`src/rtl/minhash_sketch.sv`:
```
// minhash_sketch: keeps the running minimum signature (and optionally the
// k-mer behind it) for each hash seed, then streams the minima out in order.
// Ports: clk, rst (async, active-high); start pulse opens a sketch;
//   sig_valid/sig_ready/sig_idx/signature/kmer/sig_last form the beat input;
//   out_valid/out_ready/out_idx/out_min/out_kmer form the readout stream;
//   busy is high outside IDLE, done pulses after the final readout transfer.
// Optional feature macro: MINHASH_KMER_CAPTURE_EN (k-mer capture registers).
module minhash_sketch #(
    parameter int HASHER_DATA_BITS = 32,
    parameter int NUM_HASHES       = 8,
    localparam int IDX_W = (NUM_HASHES > 1) ? $clog2(NUM_HASHES) : 1
) (
    input  logic                        clk,
    input  logic                        rst,
    input  logic                        start,
    input  logic                        sig_valid,
    output logic                        sig_ready,
    input  logic [IDX_W-1:0]            sig_idx,
    input  logic [HASHER_DATA_BITS-1:0] signature,
    input  logic [HASHER_DATA_BITS-1:0] kmer,
    input  logic                        sig_last,
    output logic                        out_valid,
    input  logic                        out_ready,
    output logic [IDX_W-1:0]            out_idx,
    output logic [HASHER_DATA_BITS-1:0] out_min,
    output logic [HASHER_DATA_BITS-1:0] out_kmer,
    output logic                        busy,
    output logic                        done
);

    typedef enum logic [1:0] {
        IDLE,
        CLEAR,
        ACCUM,
        READOUT
    } state_t;

    localparam logic [IDX_W:0]   NH   = NUM_HASHES[IDX_W:0];
    localparam logic [IDX_W-1:0] LAST = IDX_W'(NUM_HASHES - 1);

    state_t state, state_nx;
    logic [IDX_W-1:0] ridx, ridx_nx;
    logic done_nx;

    logic [HASHER_DATA_BITS-1:0] minr [NUM_HASHES];

    logic xfer_in, xfer_out, idx_ok, hit;

    assign sig_ready = (state == ACCUM);
    assign out_valid = (state == READOUT);
    assign busy      = (state != IDLE);
    assign out_idx   = ridx;
    assign out_min   = minr[ridx];

    assign xfer_in  = sig_valid & sig_ready;
    assign xfer_out = out_valid & out_ready;
    // sig_idx may exceed the seed count when NUM_HASHES is not a power of 2
    assign idx_ok   = ({1'b0, sig_idx} < NH);
    // strict compare: ties keep the earlier minimum and its k-mer
    assign hit      = xfer_in & idx_ok & (signature < minr[sig_idx]);

    always_comb begin
        state_nx = state;
        ridx_nx  = ridx;
        done_nx  = 1'b0;
        unique case (state)
            IDLE: begin
                if (start) state_nx = CLEAR;
            end
            CLEAR: begin
                state_nx = ACCUM;
            end
            ACCUM: begin
                if (xfer_in && sig_last) begin
                    state_nx = READOUT;
                    ridx_nx  = '0;
                end
            end
            READOUT: begin
                if (xfer_out) begin
                    if (ridx == LAST) begin
                        state_nx = IDLE;
                        ridx_nx  = '0;
                        done_nx  = 1'b1;
                    end else begin
                        ridx_nx = ridx + 1'b1;
                    end
                end
            end
            default: state_nx = IDLE;
        endcase
    end

    always_ff @(posedge clk or posedge rst) begin
        if (rst) begin
            state <= IDLE;
            ridx  <= '0;
            done  <= 1'b0;
        end else begin
            state <= state_nx;
            ridx  <= ridx_nx;
            done  <= done_nx;
        end
    end

    always_ff @(posedge clk or posedge rst) begin
        if (rst) begin
            for (int i = 0; i < NUM_HASHES; i++) minr[i] <= '1;
        end else if (state == CLEAR) begin
            for (int i = 0; i < NUM_HASHES; i++) minr[i] <= '1;
        end else if (hit) begin
            minr[sig_idx] <= signature;
        end
    end

`ifdef MINHASH_KMER_CAPTURE_EN
    logic [HASHER_DATA_BITS-1:0] kmr [NUM_HASHES];

    always_ff @(posedge clk or posedge rst) begin
        if (rst) begin
            for (int i = 0; i < NUM_HASHES; i++) kmr[i] <= '0;
        end else if (state == CLEAR) begin
            for (int i = 0; i < NUM_HASHES; i++) kmr[i] <= '0;
        end else if (hit) begin
            kmr[sig_idx] <= kmer;
        end
    end

    assign out_kmer = kmr[ridx];
`else
    logic unused_kmer;
    assign unused_kmer = ^kmer;
    assign out_kmer    = '0;
`endif

endmodule

```
`config.mk`:
```
export PLATFORM = sky130hd
export DESIGN_NAME = minhash_sketch
export DESIGN_NICKNAME = d
export VERILOG_FILES = /design/src/rtl/minhash_sketch.sv
export SDC_FILE = /design/constraint.sdc
export NUM_CORES = 1
export LEC_CHECK = 0
export CAP_MARGIN = 30
export CORE_AREA = 4 4 254 256
export CTS_BUF_LIST = sky130_fd_sc_hd__clkbuf_4 sky130_fd_sc_hd__clkbuf_8
export DETAILED_ROUTE_END_ITERATION = 6
export DIE_AREA = 0 0 258 260
export SYNTH_ARGS = -nofsm -noshare
export SYNTH_HDL_FRONTEND = slang
export SYNTH_SLANG_ARGS = --single-unit
```
`constraint.sdc`:
```
create_clock -name clk -period 11.1 [get_ports clk]
set_clock_uncertainty 0.2 [all_clocks]
set_input_delay 3.33 -clock clk [delete_from_list [all_inputs] [get_ports clk]]
set_output_delay 3.33 -clock clk [all_outputs]
set_load 0.03 [all_outputs]
```
# --- Word level (Yosys, flattened, before mapping) ---
# Cells that the tools add are included.
word_totals:
  ff_bits: 262
  latch_bits: 0
  ramBits: 0
  romBits: 0
  in_bits: 73
  elab_cells: 60
  mem_count: 0
op_classes:
  addsub: 1
  mul: 0
  div: 0
  n_lt_le_gt_ge: 4
  eq_ne: 8
  n_shift: 0
  muxes: 23
  bitwise: 5
  n_reduce_logical: 8
op_table:
  columns: ["operator", "n"]
  rows:
  - ["256-bit two-way mux", 2]
  - ["256-bit bitwise mux", 1]
  - ["32-bit binary-select mux with 3-bit select", 2]
  - ["32-bit two-way mux", 5]
  - ["32-bit demux with 3-bit select", 1]
  - ["32-bit less-than comparator", 1]
  - ["3-bit two-way mux", 3]
  - ["4-bit >= comparator, second input constant", 2]
  - ["2-bit two-way mux", 4]
  - ["3-bit NOT with 4-bit output", 2]
  - ["2-bit case mux with 4 select lines", 1]
  - ["2-bit by 1-bit inequality test with 1-bit output, second input constant", 3]
  - ["3-bit case mux with 2 select lines", 1]
  - ["2-bit nonzero test", 3]
  - ["2-bit equality test, second input constant", 2]
  - ["4-bit by 1-bit less-than comparator with 1-bit output, second input constant", 1]
  - ["4-bit AND reduction", 1]
  - ["3-bit by 1-bit adder with 3-bit output, second input constant", 1]
  - ["1-bit AND", 3]
  - ["3-bit equality test, second input constant", 1]
  - ["1-bit two-way mux", 3]
  - ["3-bit AND reduction", 1]
  - ["2-bit by 1-bit equality test with 1-bit output, second input constant", 1]
  - ["1-bit logical AND", 2]
  - ["other kinds (2)", 2]

# --- Depth between registers and ports, before layout ---
logic_depth:
  word_depth: 8
  depth_mapped: 16

# --- Worst setup path before layout ---
# No wires, ideal clock.
synth_path:
  kind: "input -> register"
  start: "input sig_idx[1]"
  end: "register minr[128] in the netlist's numbering"
  setup_time_ns: 0.075
  arrival_ns: 6.655
  required_time_ns: 10.825
  setup_slack_ns: 4.170
  stages: 14
  cell_sequence: "clkbuf_1 -> inv_1 -> nor3_1 -> clkbuf_1 -> a22oi_1 -> and4_1 -> ha_1 -> a211oi_1 -> o21ai_0 -> o221ai_1 -> o211ai_1 -> nor4_2 -> buf_2 -> mux2i_1"
synth_between:
  elab_chain_cells: 8
synth_lines:
  columns: ["item", "line", "rtl"]
  rows:
  - ["start, declared", "18", "input logic [IDX_W-1:0] sig_idx,"]
  - ["3-bit NOT with 4-bit output (not written as such) *", "60, 112", null]
  - ["parallel branches: the longest is 7 deep, another holds 32-bit less-than comparator", null, null]
  - ["end signal, assigned by index", "112", "minr[sig_idx] <= signature;"]
  - ["end, declared", "45", "logic [HASHER_DATA_BITS-1:0] minr [NUM_HASHES];"]
# Every way passes the cells marked *. The select of a mux whose other input is x is not followed.
# A chain may end at the register's enable or synchronous reset.

# --- Final worst setup path ---
layout_path:
  start: "input sig_idx[2]"
  end: "register minr[138] in the netlist's numbering"
# The elaborated chain is that of the path after synthesis.

==> out/results.ini <==
[route]
antenna_left=0
drc=0
drt_iter0_markers=865
via_per_inst=5.01
totalWireLength_microns=47700
first_pass_iters=5
num_vias=11452
routedWlPerCell_microns=20.9

[floorplanning]
die_area_sq_um=67100
coreArea_sq_um=62500
start_util_pct=24.7
die_x_microns=258
die_h_microns=260
io_pins=144
rows=92

[synth]
synth_flop_cell=dfstp_2
synth-seq-cells=262
synth_edf_count=0
synth_xor_area_share_pct=0
ys_warn_count=0
synth_top_family_by_area=multiplexers
synth_cells=1351
post-synth-top-area-cell=dfstp_2
synth.distinct_cells=47
yosys.area_share.adder_pct=3.08
ys_seq_area_share_pct=44.5
postSynthAreaPerCell_sq_um=11.4
synth.area.top_cells=dfstp_2 44%, mux2i_1 17%, mux4_2 9.3%
syn_area_sq_um=15500
yosysMostFrequentCell=nor2_1
synthMuxAreaShare_pct=28.5
synth_commonest_cells=297 x nor2_1, 257 x mux2i_1, 256 x dfstp_2, 124 x a22oi_1, 73 x clkbuf_1
synth_compound_gate_area_share_pct=7.86
async_flop_share_pct=100
synth_top_area_share_pct=43.5
synthSimpleGateAreaFrac_pct=10.9

[pwr]
power_switching_uw=1080
pwr_density_cell_nw_per_um2=169
intPower_uw=1980
p_comb_share_pct=27.8
seqPwrFrac_pct=39.1
netSwitchingFraction_pct=35.2
ir_drop_v=0.000112
power.leakage_uw=0.00616
p_clk_share_pct=33.1

[worst_hold_path]
hold_class=reg2reg

[status]
status=completed

[clock_network]
clockRootBuffer=clkbuf_8
cts-resized-gates=0
clk_pin_slew_ns=0.06
cts_setup_buffers=0
cts.hold.buffers_added=0
cts.path.max_buffers=3
clock-sinks=262
cts_htree_levels=2
clkLatencyLatePin_ns=0.58
cts_tree=done
cts_made_buffers=48

[timing]
tns_ns=0
hold_ws_ns=0.334
fin_crit_sh_pct=74.1
slew_violations=0
fin_crit_ns=8.22
setup_violations=0
rsz0062_at_grt=false
clock.fmax_ghz=0.122
hold_violations=0
slew_headroom_pct=36.9
worst_slew_pin_slew_ns=0.946

[grt]
gr-total-overflow=0
grt_pass1_wl_microns=72200
track_usage_pct=13.7
grt_pass1_vias=11692
antenna_found_initial=1
grt_start_max_net_pins=126

[finish]
final_util_pct=29.0
syn2layout_area_growth_pct=17.2
fin_nets=1515
drive_above_1_share_pct=34.4
design_area_sq_um=18100
n_antenna_cell=0

[place]
io_buffers=79
hpwl_microns=28800
dpl_cell_area_sq_um=17000
place_congestion=0.806

[run]
cap_violations=0

[worst_setup_path]
worst_setup_path_start_kind=input port
worstPathArrival_ns=8.52
cp-end-kind=register
worst_ep_required_time_ns=11.40
worstPathMaxFanout=21
critPathKind=in2reg

cells in the final DEF, fill, tap and decap left out, drive strengths merged, types with 2 or more instances in the layout:
cell             n
nor2           297
mux2i          257
dfstp          256
a22oi          124
clkdlybuf4s50   79
clkbuf          77
mux4            64
ha              38
buf             36
mux2            35
and4            32
conb            32
o21ai           12
a21oi           11
nand2           10
inv             10
nand3            7
nor3b            7
nand4            6
and3             6
clkinv           6
a211oi           6
dfrtp            6
nor3             3
a21boi           2
bufinv           2
a221oi           2
o221ai           2
nor4             2
cell families after synthesis:
logic type	after synthesis
other	1
multiplexers	356
buffers and inverters	152
AO/OA/AOI/OAI	165
AND/OR/NAND/NOR	377
flip-flops	262
adder cells (fa/ha/maj)	38
power groups by stage:
| stage | Sequential [uW] | Clock [uW] | Combinational [uW] |
|---|---|---|---|
| 3_3_place_gp | 1200 | 0 | 829 |
| 4_1_cts | 1190 | 1040 | 847 |
| 3_5_place_dp | 1210 | 0 | 844 |
| 2_1_floorplan | 1160 | 0 | 638 |
| 5_1_grt | 1210 | 1080 | 921 |
| 6_report | 1200 | 1010 | 851 |
worst max-delay path, stage by stage:
cell and delay, ns:
clkdlybuf4s50_1 0.91, and3_1 0.86, buf_4 0.50, a22oi_1 0.14
and4_1 0.24, ha_1 0.29, a2111o_1 0.41, a21oi_1 0.50
a211oi_4 0.23, nor4_4 0.27, buf_4 0.52, mux2i_1 0.25
sequential cells by signal, indices dropped and copies added (netlist names):
name,cells
minr,256
out_idx,3
state,2
done,1
per-layer routing:
metal | routed length, microns | part of all wire, % | GRT usage, % | up-vias
li1 | - | - | - | 4986
met1 | 21200 | 44 | 18.9 | 5904
met2 | 21800 | 46 | 21.6 | 460
met3 | 3180 | 6.7 | 2.42 | 102
met4 | 1490 | 3.1 | 4.73 | 0
met5 | 0 | 0 | 0 | -
stage by stage:
stage / std cells / total power (uW) / worst slack, ns
2_1_floorplan: 1382 / 1800 / 0.782
5_1_grt: 2287 / 3210 / 2.76
3_5_place_dp: 2198 / 2050 / 2.12
6_report: 2287 / 3060 / 2.88
4_1_cts: 2285 / 3080 / 2.72
3_3_place_gp: 2197 / 2030 / 2.18
final timing paths:
path / startpoint / to / slack (ns) / depth (start not counted)
worst max-delay path: sig_idx[2] / minr[138] / 2.88 / 12
worst min-delay path: minr[242] / minr[242] / 0.33 / 2
worst max register to register: minr[217] / minr[138] / 7.20 / 11
worst min register to register: minr[242] / minr[242] / 0.33 / 2
max in group asynchronous: rst / minr[122] / 6.29 / 4
min in group asynchronous: rst / out_idx[2] / 3.24 / 3
final cells by class:
cell class / instances / area (sq um)
fill: 6373 / 44400
clock inverter: 10 / 109
timing repair buffer: 115 / 1090
clock buffer: 77 / 953
tap: 846 / 1060
multi-input combinational: 968 / 7980
sequential: 262 / 6890
inverter: 9 / 41.3
Note: power is estimated with default switching activity, not from simulation.
